==> src/rtl/ccg_resp_compactor.sv <==
// Pattern sweeper and MISR response compactor for a combinational benchmark.
// Drives every N_IN-bit pattern, folds each handshaked response into a signature and grades it.
module ccg_resp_compactor #(
   parameter int                N_IN    = 9,
   parameter int                N_OUT   = 12,
   parameter int                SIG_W   = 16,
   parameter logic [SIG_W-1:0]  POLY    = 16'hB400,
   parameter logic [SIG_W-1:0]  SEED    = 16'h0001,
   parameter logic [SIG_W-1:0]  GOLDEN  = 16'h0000,
   parameter int                TIMEOUT = 64
) (
   input  logic              clk,
   input  logic              rst,
   input  logic              start,
   output logic [N_IN-1:0]   pat,
   output logic              pat_valid,
   input  logic [N_OUT-1:0]  resp,
   input  logic              resp_valid,
   output logic              busy,
   output logic              done,
   output logic              pass,
   output logic              err,
   output logic [SIG_W-1:0]  signature
);

   localparam int                WAIT_W    = $clog2(TIMEOUT) + 1;
   localparam logic [WAIT_W-1:0] WAIT_LAST = WAIT_W'(TIMEOUT - 1);
   localparam logic [N_IN-1:0]   PAT_LAST  = {N_IN{1'b1}};

   typedef enum logic [1:0] {
      ST_IDLE  = 2'd0,
      ST_DRIVE = 2'd1,
      ST_FIN   = 2'd2
   } state_e;

   // Galois MISR step: shift right, apply feedback on the bit shifted out, fold in the response.
   function automatic logic [SIG_W-1:0] misr_step(input logic [SIG_W-1:0] cur,
                                                  input logic [N_OUT-1:0] r);
      logic [SIG_W-1:0] fb;
      fb = cur[0] ? POLY : {SIG_W{1'b0}};
      return (cur >> 1) ^ fb ^ SIG_W'(r);
   endfunction

   state_e            state_q, state_d;
   logic [N_IN-1:0]   pat_q, pat_d;
   logic [SIG_W-1:0]  misr_q, misr_d;
   logic [WAIT_W-1:0] wait_q, wait_d;
   logic              pass_q, pass_d;
   logic              err_q, err_d;
   logic              valid_q, valid_d;
   logic              done_q, done_d;
   logic [SIG_W-1:0]  misr_acc;

   // Next-state and datapath for the sweep controller.
   always_comb begin
      state_d  = state_q;
      pat_d    = pat_q;
      misr_d   = misr_q;
      wait_d   = wait_q;
      pass_d   = pass_q;
      err_d    = err_q;
      misr_acc = misr_step(misr_q, resp);
      case (state_q)
         ST_IDLE: begin
            if (start) begin
               pat_d   = {N_IN{1'b0}};
               misr_d  = SEED;
               wait_d  = {WAIT_W{1'b0}};
               pass_d  = 1'b0;
               err_d   = 1'b0;
               state_d = ST_DRIVE;
            end else begin
               state_d = ST_IDLE;
            end
         end
         ST_DRIVE: begin
            if (resp_valid) begin
               misr_d = misr_acc;
               wait_d = {WAIT_W{1'b0}};
               // Grade on the final accept so pass is already valid while done is high.
               if (pat_q == PAT_LAST) begin
                  pass_d  = (misr_acc == GOLDEN) & ~err_q;
                  state_d = ST_FIN;
               end else begin
                  pat_d = pat_q + N_IN'(1);
               end
            end else if (wait_q == WAIT_LAST) begin
               err_d   = 1'b1;
               pass_d  = 1'b0;
               state_d = ST_FIN;
            end else begin
               wait_d = wait_q + WAIT_W'(1);
            end
         end
         ST_FIN: begin
            state_d = ST_IDLE;
         end
         default: begin
            state_d = ST_IDLE;
         end
      endcase
      valid_d = (state_d == ST_DRIVE);
      done_d  = (state_d == ST_FIN);
   end

   // State and output registers with synchronous reset.
   always_ff @(posedge clk) begin
      if (rst) begin
         state_q <= ST_IDLE;
         pat_q   <= {N_IN{1'b0}};
         misr_q  <= SEED;
         wait_q  <= {WAIT_W{1'b0}};
         pass_q  <= 1'b0;
         err_q   <= 1'b0;
         valid_q <= 1'b0;
         done_q  <= 1'b0;
      end else begin
         state_q <= state_d;
         pat_q   <= pat_d;
         misr_q  <= misr_d;
         wait_q  <= wait_d;
         pass_q  <= pass_d;
         err_q   <= err_d;
         valid_q <= valid_d;
         done_q  <= done_d;
      end
   end

   assign pat       = pat_q;
   assign pat_valid = valid_q;
   assign busy      = valid_q;
   assign done      = done_q;
   assign pass      = pass_q;
   assign err       = err_q;
   assign signature = misr_q;

endmodule

==> config.mk <==
export PLATFORM = sky130hd
export DESIGN_NAME = ccg_resp_compactor
export DESIGN_NICKNAME = d
export VERILOG_FILES = /design/src/rtl/ccg_resp_compactor.sv
export SDC_FILE = /design/constraint.sdc
export NUM_CORES = 1
export LEC_CHECK = 0
export BUFFER_PORTS_ARGS = -buffer_cell sky130_fd_sc_hd__buf_4
export CAP_MARGIN = 20
export CORE_ASPECT_RATIO = 1.25
export CORE_MARGIN = 5
export CORE_UTILIZATION = 56
export DETAILED_ROUTE_END_ITERATION = 8
export PLACE_DENSITY_LB_ADDON = 0.3
export SKIP_LAST_GASP = 1
export SYNTH_ARGS = -nofsm -noshare
export SYNTH_HDL_FRONTEND = slang
export SYNTH_SLANG_ARGS = --single-unit
==> constraint.sdc <==
create_clock -name clk -period 3.2 [get_ports clk]
set_clock_uncertainty 0.15 [all_clocks]
set_input_delay 0.32 -clock clk [delete_from_list [all_inputs] [get_ports clk]]
set_output_delay 0.32 -clock clk [all_outputs]
set_load 0.05 [all_outputs]
==> impl_metrics.py <==
metrics = {
    "drt": {
        "vias_per_cell": 5.77,
        "drcViolationCount": 0,
        "wl_um": 4000,
        "final_antenna_net_count": 0,
        "vias": 1576,
        "drtPass1Iterations": 4,
        "wire_per_inst_um": 14.7,
        "drtIter0Drc": 45,
    },
    "synthesis": {
        "muxShareOfSynthArea_pct": 1.67,
        "syn-num-nets": 212,
        "syn_inst": 193,
        "yosysSeqAreaShare_pct": 42.3,
        "synth_warnings": 0,
        "synth.avg_cell_area_um2": 9.33,
        "synth-compound-area-share_pct": 20.4,
        "synth_top_family_by_area": "compound AO/OA/AOI/OAI gates",
        "syn-cell-area_mm2": 0.00180,
        "ys_types": 44,
        "synth_xor_area_share_pct": 8.76,
        "synthAdderAreaFrac_pct": 2.08,
        "yosys.area_share.simple_pct": 19.9,
        "synth_edf_count": 0,
        "async_reset_ff_share_pct": 0,
        "yosys_most_used_dff": "dfxtp_1",
        "ys_ff_latch": 38,
    },
    "layout": {
        "syn_to_final_growth_pct": 22.9,
        "antenna_cells": 0,
        "final_area_mm2": 0.00221,
        "nets": 256,
        "drive_gt1_share_pct": 24.2,
        "fillers": 267,
        "layoutNonFillerInstCount": 273,
    },
    "floorplan": {
        "pin_count": 46,
        "die_h_um": 73.4,
        "coreArea_mm2": 0.00317,
        "die_w_um": 60.7,
        "fp.dieArea_mm2": 0.00446,
        "initial_core_util_pct": 56.9,
        "rows": 23,
    },
    "clocking": {
        "cts.sinks": 38,
        "cts_hold_buf": 0,
        "cts.root.buffer_cell": "clkbuf_8",
        "cts.reportedPaths.clkPinSlew_ps": 70,
        "postCtsSetupRepairBufs": 0,
        "clkLatencyLatePin_ps": 280,
        "htreeDepth": 2,
        "cts_resized": 0,
        "numCtsBuffers": 5,
        "clockBufferDepth": 2,
        "cts_tree": "built",
    },
    "timing": {
        "drv_slew": 0,
        "period_minus_slack_ps": 2140,
        "rsz0062_at_grt": "no",
        "max_freq_mhz": 467,
        "slew_headroom_pct": 59.3,
        "setup_violations": 0,
        "fin_crit_sh_pct": 66.9,
        "fin_setup_tns_ps": 0,
        "finalHoldViolCount": 0,
        "hold_slack_ps": 162,
        "tightest_slew_ps": 605,
    },
    "global_routing": {
        "first_global_vias": 1522,
        "grtUsageTotal_pct": 19.9,
        "antenna_found_initial": 0,
        "grt_pass1_wl_um": 6710,
        "grt_max_degree": 16,
        "grt_overflow": 0,
    },
    "critical_path": {
        "worstPathCellList": "nand4_1 > or2_1 > nor2_1 > ha_1 > nand3b_4 > a21o_1 > or4_1 > a21oi_1",
        "ff2ff_setup_slack_ps": 1060,
        "r2r_cells": 8,
        "worstSetupEndpointType": "register",
        "crit_arrival_ps": 2210,
        "cp_max_fo": 6,
        "slowest_stage": "or4_1",
        "max_stage_delay_ps": 420,
        "cp-start-kind": "register",
        "crit_required_ps": 3270,
        "worst-setup-path-type": "reg -> reg",
    },
    "min_path": {
        "hold_path_class": "in -> reg",
        "min_path_cells": 2,
    },
    "pwr": {
        "power_density_mw_per_mm2": 431,
        "peakVddDrop_mv": 0.316,
        "totalPowerFinal_uw": 953,
        "leakage_uw": 0.000916,
    },
    "place": {
        "place.gp.congestion": 0.817,
        "io_buffer_count": 45,
        "post-place-cells": 267,
        "place_area_mm2": 0.00213,
        "dpl.hpwl_um": 3110,
    },
    "flow_run": {
        "drv_cap": 0,
    },
    "run_status": {
        "outcome": "finished clean",
    },
}
## power by group
group | switching, uW | internal, uW
registers | 12.9 | 484
logic | 89.8 | 50.5
clock network | 150 | 166
total | 252 | 701
## per-layer routing
metal,global-route usage [%],share of wire [%]
met1,23.5,42
met2,33.1,50
met3,4.57,6.8
met4,9.64,1.5
met5,0,0
## registers in the layout (all words and copies together), names as in the netlist
name,cells
busy,1
pass,1
state_q,2
done,1
wait_q,7
pat,9
err,1
signature,16
## worst paths after layout
| path | start | to |
|---|---|---|
| worst min register to register | wait_q[1]$_SDFFE_PP0P_ | wait_q[1]$_SDFFE_PP0P_ |
| worst min-delay path | rst | err$_SDFFE_PP0P_ |
| worst max register to register | pat[2]$_SDFFE_PP0P_ | pat[4]$_SDFFE_PP0P_ |
| worst max-delay path | pat[2]$_SDFFE_PP0P_ | pat[4]$_SDFFE_PP0P_ |
## worst max-delay path: cells and delay by family (launching register included)
kind | cells | cell delay, ps
DFF | 1 | 370
AOI/OAI and AO/OA | 2 | 400
adders and majority gates | 1 | 200
and+or+nand+nor | 5 | 950
## synth_stat cells (all sizes together), types with 2 or more instances
master   n  area, um2
a21oi   11       55.1
a22o    11       96.3
a22oi    2       15.0
and3     2       12.5
buf      6       47.5
clkbuf   2       7.51
dfxtp   38        761
ha       3       37.5
inv      9       33.8
mux2i    3       30.0
nand2   15       56.3
nand2b   2       20.0
nand3    5       25.0
nand3b   2       27.5
nand4b   3       26.3
nor2    12       45.0
nor2b    2       12.5
nor3     3       15.0
nor3b    2       15.0
nor4     4       25.0
o211ai   3       22.5
o21ai   10       53.8
o31ai    5       37.5
or2      2       12.5
or4      7       52.6
xnor2    6       52.6
xor2    12        105
## cell families after synthesis
| logic type | Yosys count |
|---|---|
| DFF | 38 |
| muxes | 3 |
| and+or+nand+nor | 63 |
| AOI/OAI and AO/OA | 51 |
| xor gates and xnor gates | 18 |
| adders and majority gates | 3 |
| buffers and inverters | 17 |
## placed cells by master (no fill, tap or decap), types with 3 or more instances in the layout
| master | n |
|---|---|
| xnor2_1 | 6 |
| a22o_1 | 11 |
| or4_1 | 7 |
| clkbuf_8 | 6 |
| nand3_1 | 5 |
| a21oi_1 | 11 |
| nor4_1 | 4 |
| nor3_1 | 3 |
| dfxtp_1 | 38 |
| xor2_1 | 12 |
| mux2i_1 | 3 |
| o211ai_1 | 3 |
| nor2_1 | 12 |
| inv_1 | 9 |
| nand4b_1 | 3 |
| nand2_1 | 15 |
| buf_4 | 45 |
| o31ai_1 | 5 |
| o21ai_0 | 9 |
| ha_1 | 3 |
## layout make-up
cell class / instances / area [um2] / area share, %
flip-flops and latches: 38 / 761 / 34.4
multi-input cells: 138 / 951 / 43.0
clock buffers: 6 / 82.6 / 3.73
inverters: 9 / 33.8 / 1.53
well taps: 37 / 46.3 / 2.09
repair buffers: 45 / 338 / 15.3
## stage by stage
step | util [%] | setup slack [ps]
floorplan | - | 971
global placement | 67.3 | 1150
detailed placement | 67.3 | 1060
CTS | 69.9 | 1050
global route | 69.9 | 860
finish | 69.9 | 1060
Note: power is estimated with default switching activity, not from simulation.
